## config.mk

```make
export PLATFORM = sky130hd
export DESIGN_NAME = seq_detect_scheduler
export DESIGN_NICKNAME = d
export VERILOG_FILES = /design/src/rtl/seq_detect_pkg.sv /design/src/rtl/seq101_detector.sv /design/src/rtl/seq_detect_scheduler.sv
export SDC_FILE = /design/constraint.sdc
export NUM_CORES = 1
export LEC_CHECK = 0
export ABC_CLOCK_PERIOD_IN_PS = 3000
export BUFFER_PORTS_ARGS = -buffer_cell sky130_fd_sc_hd__buf_2
export CORE_MARGIN = 2
export CORE_UTILIZATION = 25
export CTS_CLUSTER_DIAMETER = 30
export DETAILED_ROUTE_END_ITERATION = 12
export PLACE_DENSITY = 0.52
export REMOVE_ABC_BUFFERS = 1
export SLEW_MARGIN = 0
export SYNTH_ARGS = -nofsm -noshare
export SYNTH_HDL_FRONTEND = slang
export SYNTH_SLANG_ARGS = --single-unit
```

## constraint.sdc

```tcl
create_clock -name clock -period 3 [get_ports clock]
set_input_delay 0.9 -clock clock [delete_from_list [all_inputs] [get_ports clock]]
set_output_delay 0.9 -clock clock [all_outputs]
set_load 0.01 [all_outputs]
```

## src/rtl/seq_detect_pkg.sv

```systemverilog
// rtl/seq_detect_pkg.sv - shared state encodings for the scheduler and its 101 detector
package seq_detect_pkg;

    typedef enum logic [1:0] {
        IDLE  = 2'b00,
        SHIFT = 2'b01,
        FLUSH = 2'b10,
        DONE  = 2'b11
    } ctrl_state_t;

    typedef enum logic [1:0] {
        S0 = 2'b00,
        S1 = 2'b01,
        S2 = 2'b10,
        S3 = 2'b11
    } det_state_t;

endpackage

```

## src/rtl/seq101_detector.sv

```systemverilog
// rtl/seq101_detector.sv - overlapping "101" Moore detector with sync clear and enable
module seq101_detector
    import seq_detect_pkg::*;
(
    input  logic clock,
    input  logic reset,
    input  logic clr,
    input  logic en,
    input  logic bit_in,
    output logic det_out
);

    det_state_t state;
    det_state_t state_next;

    always_ff @(posedge clock or posedge reset) begin
        if (reset) begin
            state <= S0;
        end else begin
            state <= state_next;
        end
    end

    always_comb begin
        state_next = state;
        if (clr) begin
            state_next = S0;
        end else if (en) begin
            case (state)
                S0:      state_next = bit_in ? S1 : S0;
                S1:      state_next = bit_in ? S1 : S2;
                S2:      state_next = bit_in ? S3 : S0;
                S3:      state_next = bit_in ? S1 : S2;
                default: state_next = S0;
            endcase
        end
    end

    assign det_out = (state == S3);

endmodule

```

## src/rtl/seq_detect_scheduler.sv

```systemverilog
// rtl/seq_detect_scheduler.sv - round-robin sharing of one serial 101 detector among NREQ word producers
module seq_detect_scheduler
    import seq_detect_pkg::*;
#(
    parameter int NREQ   = 4,
    parameter int WORD_W = 8,
    parameter int CNT_W  = 4,
    parameter int ID_W   = $clog2(NREQ)
) (
    input  logic                     clock,
    input  logic                     reset,
    input  logic [NREQ-1:0]          req,
    input  logic [NREQ*WORD_W-1:0]   word_in,
    output logic [NREQ-1:0]          grant,
    output logic                     busy,
    output logic                     det_bit,
    output logic                     det_out,
    output logic                     done,
    output logic [ID_W-1:0]          done_id,
    output logic [CNT_W-1:0]         hit_count
);

    localparam int               BC_W     = $clog2(WORD_W);
    localparam logic [BC_W-1:0]  LAST_BIT = BC_W'(WORD_W - 1);
    localparam logic [CNT_W-1:0] CNT_MAX  = '1;

    ctrl_state_t       state;
    ctrl_state_t       state_next;
    logic [ID_W-1:0]   rr_ptr;
    logic [ID_W-1:0]   job_id;
    logic [WORD_W-1:0] shift_reg;
    logic [BC_W-1:0]   bit_cnt;
    logic [CNT_W-1:0]  acc;
    logic [CNT_W-1:0]  acc_inc;
    logic              found;
    logic [ID_W-1:0]   winner;
    logic [ID_W-1:0]   idx;
    logic [WORD_W-1:0] word_sel;
    logic              det_clr;
    logic              det_en;

    // Scan starts one past the last winner so every requester gets a turn.
    always_comb begin
        found  = 1'b0;
        winner = '0;
        idx    = '0;
        for (int i = 1; i <= NREQ; i++) begin
            idx = ID_W'((int'(rr_ptr) + i) % NREQ);
            if (!found && req[idx]) begin
                found  = 1'b1;
                winner = idx;
            end
        end
    end

    always_comb begin
        word_sel = '0;
        for (int i = 0; i < NREQ; i++) begin
            if (winner == ID_W'(i)) begin
                word_sel = word_in[i*WORD_W +: WORD_W];
            end
        end
    end

    always_comb begin
        grant = '0;
        if (state == IDLE && found) begin
            grant[winner] = 1'b1;
        end
    end

    assign acc_inc = (det_out && acc != CNT_MAX) ? acc + 1'b1 : acc;
    assign busy    = (state != IDLE);
    assign done    = (state == DONE);
    assign det_bit = (state == SHIFT) ? shift_reg[WORD_W-1] : 1'b0;

    always_comb begin
        state_next = state;
        det_clr    = 1'b0;
        det_en     = 1'b0;
        case (state)
            IDLE: begin
                if (found) begin
                    det_clr    = 1'b1;
                    state_next = SHIFT;
                end
            end
            SHIFT: begin
                det_en = 1'b1;
                if (bit_cnt == LAST_BIT) begin
                    state_next = FLUSH;
                end
            end
            FLUSH:   state_next = DONE;
            DONE:    state_next = IDLE;
            default: state_next = IDLE;
        endcase
    end

    always_ff @(posedge clock or posedge reset) begin
        if (reset) begin
            state     <= IDLE;
            rr_ptr    <= ID_W'(NREQ - 1);
            job_id    <= '0;
            shift_reg <= '0;
            bit_cnt   <= '0;
            acc       <= '0;
            done_id   <= '0;
            hit_count <= '0;
        end else begin
            state <= state_next;
            case (state)
                IDLE: begin
                    if (found) begin
                        shift_reg <= word_sel;
                        job_id    <= winner;
                        rr_ptr    <= winner;
                        bit_cnt   <= '0;
                        acc       <= '0;
                    end
                end
                SHIFT: begin
                    shift_reg <= {shift_reg[WORD_W-2:0], 1'b0};
                    bit_cnt   <= bit_cnt + 1'b1;
                    acc       <= acc_inc;
                end
                // The last bit's hit only shows on det_out here, so results latch on leaving FLUSH.
                FLUSH: begin
                    acc       <= acc_inc;
                    done_id   <= job_id;
                    hit_count <= acc_inc;
                end
                default: ;
            endcase
        end
    end

    seq101_detector u_detector (
        .clock   (clock),
        .reset   (reset),
        .clr     (det_clr),
        .en      (det_en),
        .bit_in  (det_bit),
        .det_out (det_out)
    );

endmodule

```

Word level (Yosys, flattened, before mapping)
Cells that the tools add are included.
W data, S select, Z words.

word-level totals
  input port bits = 38
  output and inout port bits = 14
  register bits after elaboration = 29
  logic and storage cells = 99

operators by class
  reductions and logical operators = 22
  eq/ne operators = 13
  $add $sub $neg = 6
  multiplexer cells = 43
  order comparisons = 6

operators by type and width
  operator               number
  $mux W8                5
  $mux W2                10
  $pmux W8 S2            1
  $lt A2 B3 Y1 const B   5
  $mux W1                14
  $eq A2 B2 Y1 const B   6
  $mux W4                3
  $bmux W1 S2            4
  $pmux W2 S4            1
  $pmux W4 S2            1
  $reduce_and A2 Y1      4
  $reduce_bool A2 Y1     4
  $eq A2 B1 Y1 const B   3
  $logic_and A1 B1 Y1    6
  $logic_not A2 Y1       3
  $pmux W2 S3            1
  $pmux W3 S2            1
  $add A2 B1 Y2 const B  2
  $add A2 B2 Y2 const B  2
  $add A4 B1 Y4 const B  1
  $ne A4 B4 Y1 const B   1
  $reduce_or A2 Y1       2
  $add A3 B1 Y3 const B  1
  $eq A3 B3 Y1 const B   1
  other kinds (6)        8

Longest topological paths before layout
Gate-level depths: netlist (run 1).

  depth in word-level cells = 20
  depth in mapped cells = 8
  mapped depth without buffers = 7

Modules after synthesis
From an unflattened synthesis (run 1), not the netlist that was laid out.

second synthesis, totals
  cells, all modules = 194
  area total of the unflattened synthesis = 1828.0 um^2

by module, submodules not included
  module                sequential area each (um^2)  times used  area an instance (um^2)  cells an instance
  seq_detect_scheduler  678.2                        1           1726.7                   183
  seq101_detector       50.0                         1           101.3                    11

Worst setup path after synthesis (run 1)
No wires, ideal clock.

  path type = input to output
  start = input req[1]
  end = output grant[0]
  data required time = 2.100 ns
  stages on the path = 5
  path buffers = 1
  path slack = 0.166 ns
  data arrival time = 1.934 ns
  path through = and2b_1 -> o21ai_0 -> o311ai_2 -> buf_6 -> nor3_1

between the ends
  cells in the longest elaborated chain, start to end = 17
  elaborated cells on any way between the ends = 29
  those cells by class = order compare (2); mux (19); reduce/logical (8)

RTL lines
  item                                                                line                        source
  start, declared                                                     seq_detect_scheduler.sv:12  input logic [NREQ-1:0] req,
  $bmux W1 S2                                                         seq_detect_scheduler.sv:49  if (!found && req[idx]) begin
  $mux W1 (implied by the code)                                       seq_detect_scheduler.sv:49
  $mux W1                                                             seq_detect_scheduler.sv:49
  $logic_not A1 Y1                                                    seq_detect_scheduler.sv:49
  $logic_and A1 B1 Y1                                                 seq_detect_scheduler.sv:49
  $mux W1                                                             seq_detect_scheduler.sv:49
  $logic_not A1 Y1                                                    seq_detect_scheduler.sv:49
  $logic_and A1 B1 Y1                                                 seq_detect_scheduler.sv:49
  $mux W1                                                             seq_detect_scheduler.sv:49
  $logic_not A1 Y1                                                    seq_detect_scheduler.sv:49
  $logic_and A1 B1 Y1                                                 seq_detect_scheduler.sv:49
  $mux W2                                                             seq_detect_scheduler.sv:49
  $lt A2 B3 Y1 (implied by the code) or $ge A2 B1 Y1 (tied branches)  seq_detect_scheduler.sv:68  grant[winner] = 1'b1;
  $logic_and A1 B1 Y1 (implied by the code)                           seq_detect_scheduler.sv:68
  $mux W1 (implied by the code)                                       seq_detect_scheduler.sv:68
  $demux W1 S2                                                        seq_detect_scheduler.sv:68
  $mux W4 (*)                                                         seq_detect_scheduler.sv:67  if (state == IDLE && found) begin
  end, declared                                                       seq_detect_scheduler.sv:14  output logic [NREQ-1:0] grant,

Mark *: on every way between the ends. The rest lies on a longest branch, timed or not. The select of a mux whose other input is x is not followed.

Worst setup path after layout (run 1)
  start = input req[1]
  end = output grant[2]

Same word-level chain as after synthesis.

==> results of run 1 <==
## cells in the final DEF, fill, tap and decap left out, types with 2 or more instances in the layout
master and n:
a221o_1 5, dfstp_2 2, a21o_1 2, a221oi_1 4, clkbuf_8 6, nor2b_1 4, inv_1 11, nand2_1 9
buf_2 51, a32o_1 2, and3_1 2, and2_1 2, a22oi_1 3, o21ai_1 3, nand3_1 3, ha_1 8
buf_4 7, dfrtp_1 27, o22ai_1 13, a21oi_1 11, nor2_1 16, o21ai_0 11, a22o_1 4, nor3_1 2
mux2i_1 9, o21a_1 2, mux2_2 4, o221ai_1 6
## report_power, final
group	leakage, µW	switching, µW	internal, µW
registers	0.000359	133	559
clock network	0.0000585	149	270
logic	0.000677	641	504
## layout make-up
class                   instances  area [µm²]  area share
inverters                      11        41.3      0.0180
clock buffers                   7        86.3      0.0377
clock inverters                 1        30.0      0.0131
multi-input cells             137         977       0.427
flip-flops and latches         29         728       0.318
well taps                      96         120      0.0524
repair buffers                 58         308       0.134
## per-stage QoR
stage,cells,hold slack (ps),setup WS [ps],total power (µW)
2_1_floorplan,177,444,71.5,1480
3_3_place_gp,329,462,131,1810
3_5_place_dp,329,483,73.9,1830
4_1_cts,337,498,71.8,2260
5_1_grt,339,515,3.24,2460
6_report,339,494,98.7,2260
## repair_timing
item,4_1_cts,5_1_grt
hold buffers,0,0
endpoints found under the setup margin,0,4
setup buffers,0,2
## worst max-delay path: stages
cell      delay (ps)
buf_2            140
and2b_1          180
o21ai_0          210
o311ai_2         190
nor3_1           210
buf_2            160
## final timing paths
kind / startpoint / end / slack [ps] / cells past startpoint
worst min register to register: job_id[1] / job_id[1] / 490 / 1
worst max-delay path: req[1] / grant[2] / 100 / 6
worst max register to register: state[1] / shift_reg[1] / 840 / 6
max in group asynchronous: reset / rr_ptr[1] / 2020 / 3
worst min-delay path: job_id[1] / job_id[1] / 490 / 1
min in group asynchronous: reset / done_id[1] / 670 / 3
## metal layers
layer | part of all wire | routed length, µm | track usage | vias up
li1 | - | - | - | 814
met1 | 0.48 | 2150 | 0.165 | 782
met2 | 0.46 | 2060 | 0.196 | 35
met3 | 0.044 | 195 | 0.0326 | 6
met4 | 0.015 | 67 | 0.0455 | 0
met5 | 0 | 0 | 0 | -
## cells by family (layout without fill, tap and decap cells)
family,count (synthesis),in the layout,synth area share
and+or+nand+nor,44,44,0.126
AOI/OAI and AO/OA,71,71,0.286
muxes,13,13,0.0759
adders and majority gates,8,8,0.0562
xor gates and xnor gates,1,1,0.00492
DFF,29,29,0.409
buffers and inverters,17,77,0.0422
==> flow_metrics.py, run 1 <==
metrics = {
    "synthesis": {
        "synth-main-ff-cell": "dfrtp_1",
        "synthTopCellsByCount": "dfrtp_1, nor2_1, o22ai_1",
        "synth_top_cells_by_area": "dfrtp_1, ha_1, mux2i_1",
        "yosysTopAreaCell": "dfrtp_1",
        "ys_ff_latch": 29,
        "synth_top_cell_area_share": 0.379,
        "synth_area_um2": 1780,
        "yosysMostFrequentCell": "dfrtp_1",
        "synth_warnings": 0,
        "syn_inst": 183,
        "synth_edf_count": 0,
        "synth_cell_type_count": 40,
        "synth-seq-area-share": 0.409,
        "synth.avg_cell_area_um2": 9.73,
        "ys_async_sr_fraction": 1.00,
    },
    "worst_setup_path": {
        "path_class": "in2out",
        "required_ps": 2100,
        "crit_arrival_ps": 2000,
        "endpoint_kind": "output pin",
        "cp-start-kind": "primary input",
        "cp_max_fo": 7,
    },
    "layout": {
        "postLayoutCellArea_um2": 2290,
        "fin_nets": 288,
        "n_antenna_cell": 0,
        "largest_register_ffs": 8,
        "fill_cells": 759,
        "area_growth_pct": 28.7,
        "utilization": 0.335,
        "drive_above_1_share": 0.313,
    },
    "worst_hold_path": {
        "worstHoldPathType": "reg2reg",
    },
    "routing": {
        "vias": 1637,
        "drt_wl_total_mm": 4.48,
        "post-route-drc-count": 0,
        "drt-initial-drc-count": 70,
        "postRouteAntennaNets": 0,
        "dr.pass1.iters": 4,
        "wire_per_inst_um": 13.2,
        "viasPerCell": 4.83,
    },
    "floorplanning": {
        "core_area_um2": 6830,
        "rows": 30,
        "initial_core_util": 0.261,
        "dieArea_um2": 7810,
        "die_w_um": 88.4,
        "boundaryPins": 52,
        "die_y_um": 88.4,
    },
    "global_routing": {
        "antenna_found_initial": 0,
        "track_usage": 0.125,
        "grt_pass1_vias": 1563,
        "grt_overflow": 0,
        "grt_max_degree": 30,
        "grt_pass1_wl_mm": 7.53,
    },
    "placement": {
        "portBuffers": 51,
        "gp_congestion": 0.758,
        "hpwlAfterDp_mm": 3.48,
        "postPlaceCellArea_um2": 2160,
    },
    "clock_network": {
        "cts_root_buffer": "clkbuf_8",
        "cts_sinks": 29,
        "path_clk_slew_ps": 60,
        "cts_tree": "yes",
        "htreeDepth": 2,
        "clock_path_buffers": 2,
        "clk_latency_ps": 280,
        "cts_resized": 0,
        "numCtsBuffers": 5,
    },
    "power": {
        "power_leakage_uw": 0.00109,
        "power_per_cell_area_nw_per_um2": 985,
        "vdd_drop_max_mv": 0.294,
    },
    "sta": {
        "hold_violations": 0,
        "rsz0062_at_grt": "no",
        "setup_tns_ps": 0,
        "worst_pin_slew_ps": 822,
        "min_period_over_period": 0.967,
        "drv_slew": 0,
        "fin_skew_ps": 6.55,
        "fmax_ghz": 0.345,
        "setup_viol": 0,
        "layout_min_cycle_time_ps": 2900,
        "slew_headroom": 0.451,
    },
    "status": {
        "outcome": "completed",
    },
    "run": {
        "cap_violations": 0,
    },
}
(Power assumes the default switching activity.)
==> run 2: changes to the inputs <==
--- a/config.mk
+++ b/config.mk
@@ -5,13 +5,14 @@
 export SDC_FILE = /design/constraint.sdc
 export NUM_CORES = 1
 export LEC_CHECK = 0
+export ABC_AREA = 1
 export ABC_CLOCK_PERIOD_IN_PS = 3000
 export BUFFER_PORTS_ARGS = -buffer_cell sky130_fd_sc_hd__buf_2
 export CORE_MARGIN = 2
 export CORE_UTILIZATION = 25
 export CTS_CLUSTER_DIAMETER = 30
 export DETAILED_ROUTE_END_ITERATION = 12
-export PLACE_DENSITY = 0.52
+export PLACE_DENSITY = 0.41
 export REMOVE_ABC_BUFFERS = 1
 export SLEW_MARGIN = 0
 export SYNTH_ARGS = -nofsm -noshare
==> flow_metrics.py, run 2 <==
metrics = {
    "status": {
        "outcome": "completed",
    },
    "placement": {
        "portBuffers": 51,
        "postPlaceCellArea_um2": 2650,
        "dp_worst_setup_slack_ps": -51.6,
        "hpwlAfterDp_mm": 4.25,
        "gp_congestion": 0.846,
    },
    "sta": {
        "drv_slew": 0,
        "worst_slack_ps": 41.3,
        "min_period_over_period": 0.986,
        "hold_violations": 0,
        "worst_pin_slew_ps": 535,
        "holdWs_ps": 465,
        "fin_skew_ps": 6.44,
        "layout_min_cycle_time_ps": 2960,
        "fmax_ghz": 0.338,
        "slew_headroom": 0.640,
        "rsz0062_at_grt": "yes",
        "setup_viol": 0,
    },
    "worst_hold_path": {
        "min_path_cells": 2,
        "worstHoldPathType": "reg2reg",
    },
    "clock_network": {
        "cts_root_buffer": "clkbuf_8",
        "numCtsBuffers": 5,
        "cts_tree": "yes",
        "clk_latency_ps": 280,
        "htreeDepth": 2,
        "cts_hold_buf": 0,
        "clock_path_buffers": 2,
        "cts_sinks": 29,
        "path_clk_slew_ps": 70,
    },
    "global_routing": {
        "grt_max_degree": 30,
        "grt_pass1_vias": 2017,
        "track_usage": 0.121,
        "grt_overflow": 0,
        "antenna_found_initial": 0,
        "grt_pass1_wl_mm": 9.46,
    },
    "synthesis": {
        "synth_top_cells_by_area": "dfrtp_1, nand2_1, nand3_1",
        "yosysTopAreaCell": "dfrtp_1",
        "synthTopCellsByCount": "nand2_1, nand3_1, dfrtp_1, inv_1, nor2_1",
        "synth_edf_count": 0,
        "synth.avg_cell_area_um2": 7.40,
        "syn_inst": 297,
        "ys_ff_latch": 29,
        "ys_async_sr_fraction": 1.00,
        "synth_top_cell_area_share": 0.308,
        "synth-seq-area-share": 0.331,
        "synth_warnings": 0,
        "synth_area_um2": 2200,
        "synth-main-ff-cell": "dfrtp_1",
        "yosysMostFrequentCell": "nand2_1",
        "synth_cell_type_count": 39,
    },
    "layout": {
        "fill_cells": 930,
        "largest_register_ffs": 8,
        "multiInputGateArea_um2": 1410,
        "fin_nets": 418,
        "regArea_um2": 728,
        "drive_above_1_share": 0.389,
        "area_growth_pct": 36.3,
        "final_common_cell": "nand2_1",
        "n_antenna_cell": 0,
        "layout_common_cells": "nand2_1, buf_2, nand3_1, dfrtp_1",
        "postLayoutCellArea_um2": 3000,
    },
    "worst_setup_path": {
        "reg2reg_depth": 14,
        "crit_arrival_ps": 2060,
        "required_ps": 2100,
        "cp_max_fo": 4,
        "cp-start-kind": "primary input",
        "endpoint_kind": "output pin",
        "path_class": "in2out",
    },
    "floorplanning": {
        "die_w_um": 97.7,
        "die_y_um": 97.7,
        "rows": 34,
        "boundaryPins": 52,
        "core_area_um2": 8640,
        "initial_core_util": 0.254,
        "dieArea_um2": 9550,
    },
    "power": {
        "vdd_drop_max_mv": 0.431,
        "power_per_cell_area_nw_per_um2": 1270,
        "power_leakage_uw": 0.00165,
    },
    "routing": {
        "post-route-drc-count": 0,
        "wire_per_inst_um": 11.8,
        "dr.pass1.iters": 4,
        "drt-initial-drc-count": 49,
        "drt_wl_total_mm": 5.67,
        "vias": 2084,
        "postRouteAntennaNets": 0,
        "viasPerCell": 4.33,
    },
    "run": {
        "cap_violations": 0,
    },
}
## run 2: cell types whose count changed after synthesis, moves of 8 or more
| cell | before | now |
|---|---|---|
| nand3_1 | 3 | 28 |
| nand2_1 | 9 | 94 |
| nand2_2 | 1 | 11 |
| o22ai_1 | 13 | 2 |
| inv_2 | 0 | 8 |
| inv_1 | 11 | 26 |
| mux2i_1 | 9 | 0 |
## run 2: final cells by class
| class | count | area share |
|---|---|---|
| inverter | 36 | 0.0485 |
| multi-input combinational | 224 | 0.469 |
| clock inverter | 1 | 0.0100 |
| sequential | 29 | 0.243 |
| timing repair buffer | 76 | 0.155 |
| tap | 108 | 0.0451 |
| clock buffer | 7 | 0.0288 |
## run 2: cells by family after synthesis
logic type | count (synthesis) | synth area share
and+or+nand+nor | 183 | 0.433
buffers and inverters | 44 | 0.0951
AOI/OAI and AO/OA | 31 | 0.0871
DFF | 29 | 0.331
adders and majority gates | 8 | 0.0456
xor gates and xnor gates | 2 | 0.00797
## run 2: metal layers
metal  vias up  wire [µm]  share of wire  global-route usage
met5         -          0              0                   0
met4         0         39         0.0069              0.0256
met3         7        273          0.048              0.0308
li1       1097          -              -                   -
met2        40       2550           0.45               0.189
met1       940       2810           0.50               0.169
## run 2: where the power goes
part           switching, µW  internal, µW  leakage (µW)
Sequential              99.8           556      0.000371
Combinational           1650          1080       0.00122
Clock                    155           271     0.0000585
Total                   1900          1910       0.00165
## run 2: worst max-delay path, stage by stage
cell     delay [ps]
buf_2           130
nand2_4          70
nand2_4          50
nand2_4          80
nand2_8          70
nor2_8          190
nand4_4         160
nand3_4         140
nand2_4          60
nor2_2           80
buf_2           120
## run 2: worst paths after layout
check	slack (ps)	to	start
min in group asynchronous	690	done_id[0]	reset
max in group asynchronous	2000	rr_ptr[1]	reset
max	40	grant[1]	req[0]
min	470	done_id[0]	done_id[0]
max reg2reg	660	shift_reg[7]	rr_ptr[1]
min reg2reg	470	done_id[0]	done_id[0]
## run 2: metrics by stage
step | total power [µW] | utilization | TNS (ps) | cells
2_1_floorplan | 2320 | - | 0 | 289
3_3_place_gp | 3060 | 0.306 | -51.6 | 465
3_5_place_dp | 3070 | 0.306 | -56.7 | 465
4_1_cts | 3560 | 0.323 | -5.17 | 473
5_1_grt | 4220 | 0.347 | -171 | 481
6_report | 3810 | 0.347 | 0 | 481
## run 2: repair_timing
action                                 4_1_cts  5_1_grt
pin swaps                                    0       24
resized for setup                            6       38
endpoints found under the hold margin        0        0
setup buffers                                0        8
setup endpoints to repair                    2        4
==> run 3: changes to the inputs <==
==> constraint.sdc (replaced) <==
create_clock -name clock -period 3 [get_ports clock]
set_input_delay 0.15 -clock clock [delete_from_list [all_inputs] [get_ports clock]]
set_output_delay 0.15 -clock clock [all_outputs]
set_load 0.01 [all_outputs]
==> flow_metrics.py, run 3 (synthesis results as in run 2) <==
metrics = {
    "routing": {
        "wire_per_inst_um": 11.9,
        "drt_wl_total_mm": 5.46,
        "viasPerCell": 4.36,
        "post-route-drc-count": 0,
        "vias": 1995,
        "drt-initial-drc-count": 67,
        "postRouteAntennaNets": 0,
        "dr.pass1.iters": 4,
    },
    "clock_network": {
        "path_clk_slew_ps": 60,
        "cts_resized": 0,
        "cts_tree": "yes",
        "cts_hold_buf": 1,
        "numCtsBuffers": 5,
        "cts_root_buffer": "clkbuf_8",
        "postCtsSetupBuffers": 0,
        "clk_latency_ps": 280,
        "cts_sinks": 29,
        "htreeDepth": 2,
        "clock_path_buffers": 2,
    },
    "sta": {
        "worst_pin_slew_ps": 564,
        "fin_skew_ps": 7.90,
        "rsz0062_at_grt": "no",
        "min_period_over_period": 0.895,
        "setup_tns_ps": 0,
        "layout_min_cycle_time_ps": 2690,
        "hold_violations": 0,
        "slew_headroom": 0.624,
        "setup_viol": 0,
        "drv_slew": 0,
        "fmax_ghz": 0.372,
    },
    "power": {
        "finalPower_uw": 3210,
        "seqPwrFrac": 0.210,
        "p_clk_frac": 0.130,
        "share_comb_of_total_power": 0.660,
        "power_per_cell_area_nw_per_um2": 1210,
        "swShare": 0.526,
        "vdd_drop_max_mv": 0.356,
        "power_leakage_uw": 0.00148,
        "intPower_uw": 1520,
        "power_switching_uw": 1690,
    },
    "floorplanning": {
        "boundaryPins": 52,
        "die_y_um": 97.7,
        "die_w_um": 97.7,
        "initial_core_util": 0.254,
        "dieArea_um2": 9550,
        "rows": 34,
        "core_area_um2": 8640,
    },
    "layout": {
        "fin_nets": 395,
        "final_cells": 458,
        "largest_register_ffs": 8,
        "fill_cells": 968,
        "drive_above_1_share": 0.294,
        "area_growth_pct": 20.7,
        "final_common_cell": "nand2_1",
        "layout_common_cells": "nand2_1, buf_2, nand3_1",
        "n_antenna_cell": 0,
    },
    "global_routing": {
        "grt_overflow": 0,
        "antenna_found_initial": 0,
        "grt_max_degree": 30,
        "track_usage": 0.119,
        "grt_pass1_wl_mm": 9.19,
        "grt_pass1_vias": 1943,
    },
    "worst_setup_path": {
        "r2r_setup_slack_ps": 600,
        "crit_chain": "inv_2 -> nand2_1 -> nand2_2 -> nand2_1 -> nand2_2 -> nor2_8 -> nand4_4 -> nand3_4 -> nand2_1 -> nor2_1 -> buf_2",
        "crit_arrival_ps": 2540,
        "required_ps": 2850,
        "path_class": "reg2out",
        "cp_max_fo": 18,
        "crit_path_max_incr_delay_ps": 710,
        "crit_slowest_cell": "dfstp_2",
        "worst_path_most_repeated_cell": "nand2_1",
        "endpoint_kind": "output pin",
        "cp-start-kind": "flop",
    },
    "status": {
        "outcome": "completed",
    },
    "worst_hold_path": {
        "worstHoldPathType": "in2reg",
    },
    "run": {
        "cap_violations": 0,
    },
    "placement": {
        "gp_congestion": 0.738,
        "hpwlAfterDp_mm": 4.23,
        "placed_cells": 449,
        "portBuffers": 51,
    },
}
run 3: cell types whose count changed in the layout (fill, tap and decap cells not counted), moves of 2 or more:
| cell | previous run | this run |
|---|---|---|
| buf_2 | 48 | 51 |
| buf_6 | 2 | 0 |
| buf_4 | 25 | 1 |
| nand2_1 | 80 | 94 |
| nand2_4 | 17 | 5 |
| nor2_1 | 18 | 20 |
| nor2_4 | 4 | 2 |
run 3: final timing paths:
| kind | depth (start not counted) | start | to |
|---|---|---|---|
| worst max-delay path | 11 | rr_ptr[0] | grant[3] |
| worst min-delay path | 5 | word_in[24] | shift_reg[0] |
| worst max register to register | 12 | rr_ptr[0] | shift_reg[7] |
| worst min register to register | 2 | done_id[1] | done_id[1] |
| max in group asynchronous | 4 | reset | rr_ptr[0] |
| min in group asynchronous | 4 | reset | hit_count[2] |
run 3: layer usage:
layer  vias up  routed length [µm]  global-route usage
li1       1055                   -                   -
met1       893                2800               0.166
met3         0                 210              0.0329
met2        47                2450               0.186
met5         -                   0                   0
met4         0                   0              0.0246
run 3: cell type report:
type,count,area (µm²),area share
clock buffers,7,86.3,0.0325
clock inverters,1,30.0,0.0113
flip-flops and latches,29,728,0.275
inverters,36,140,0.0528
repair buffers,53,273,0.103
well taps,108,135,0.0509
multi-input cells,224,1260,0.475
run 3: power by group through the flow:
stage               combinational (µW)  clock, µW  sequential, µW
floorplan                         1650          0             661
global placement                  2170          0             686
detailed placement                2160          0             680
CTS                               2160        434             676
global route                      2430        460             697
finish                            2120        419             674
run 3: worst max-delay path, delay by kind of cell (launching register included):
family | cells | cell delay, ps
flops | 1 | 710
simple gates | 9 | 1220
buf+inv | 2 | 320
run 3: metrics by stage:
stage / hold slack (ps) / util / area [µm²] / setup WS [ps]
6_report: 225 / 0.307 / 2650 / 314
3_5_place_dp: 255 / 0.293 / 2530 / 586
4_1_cts: 218 / 0.307 / 2650 / 287
5_1_grt: 250 / 0.307 / 2650 / 120
3_3_place_gp: 252 / 0.293 / 2530 / 589
2_1_floorplan: 227 / - / 2130 / 863
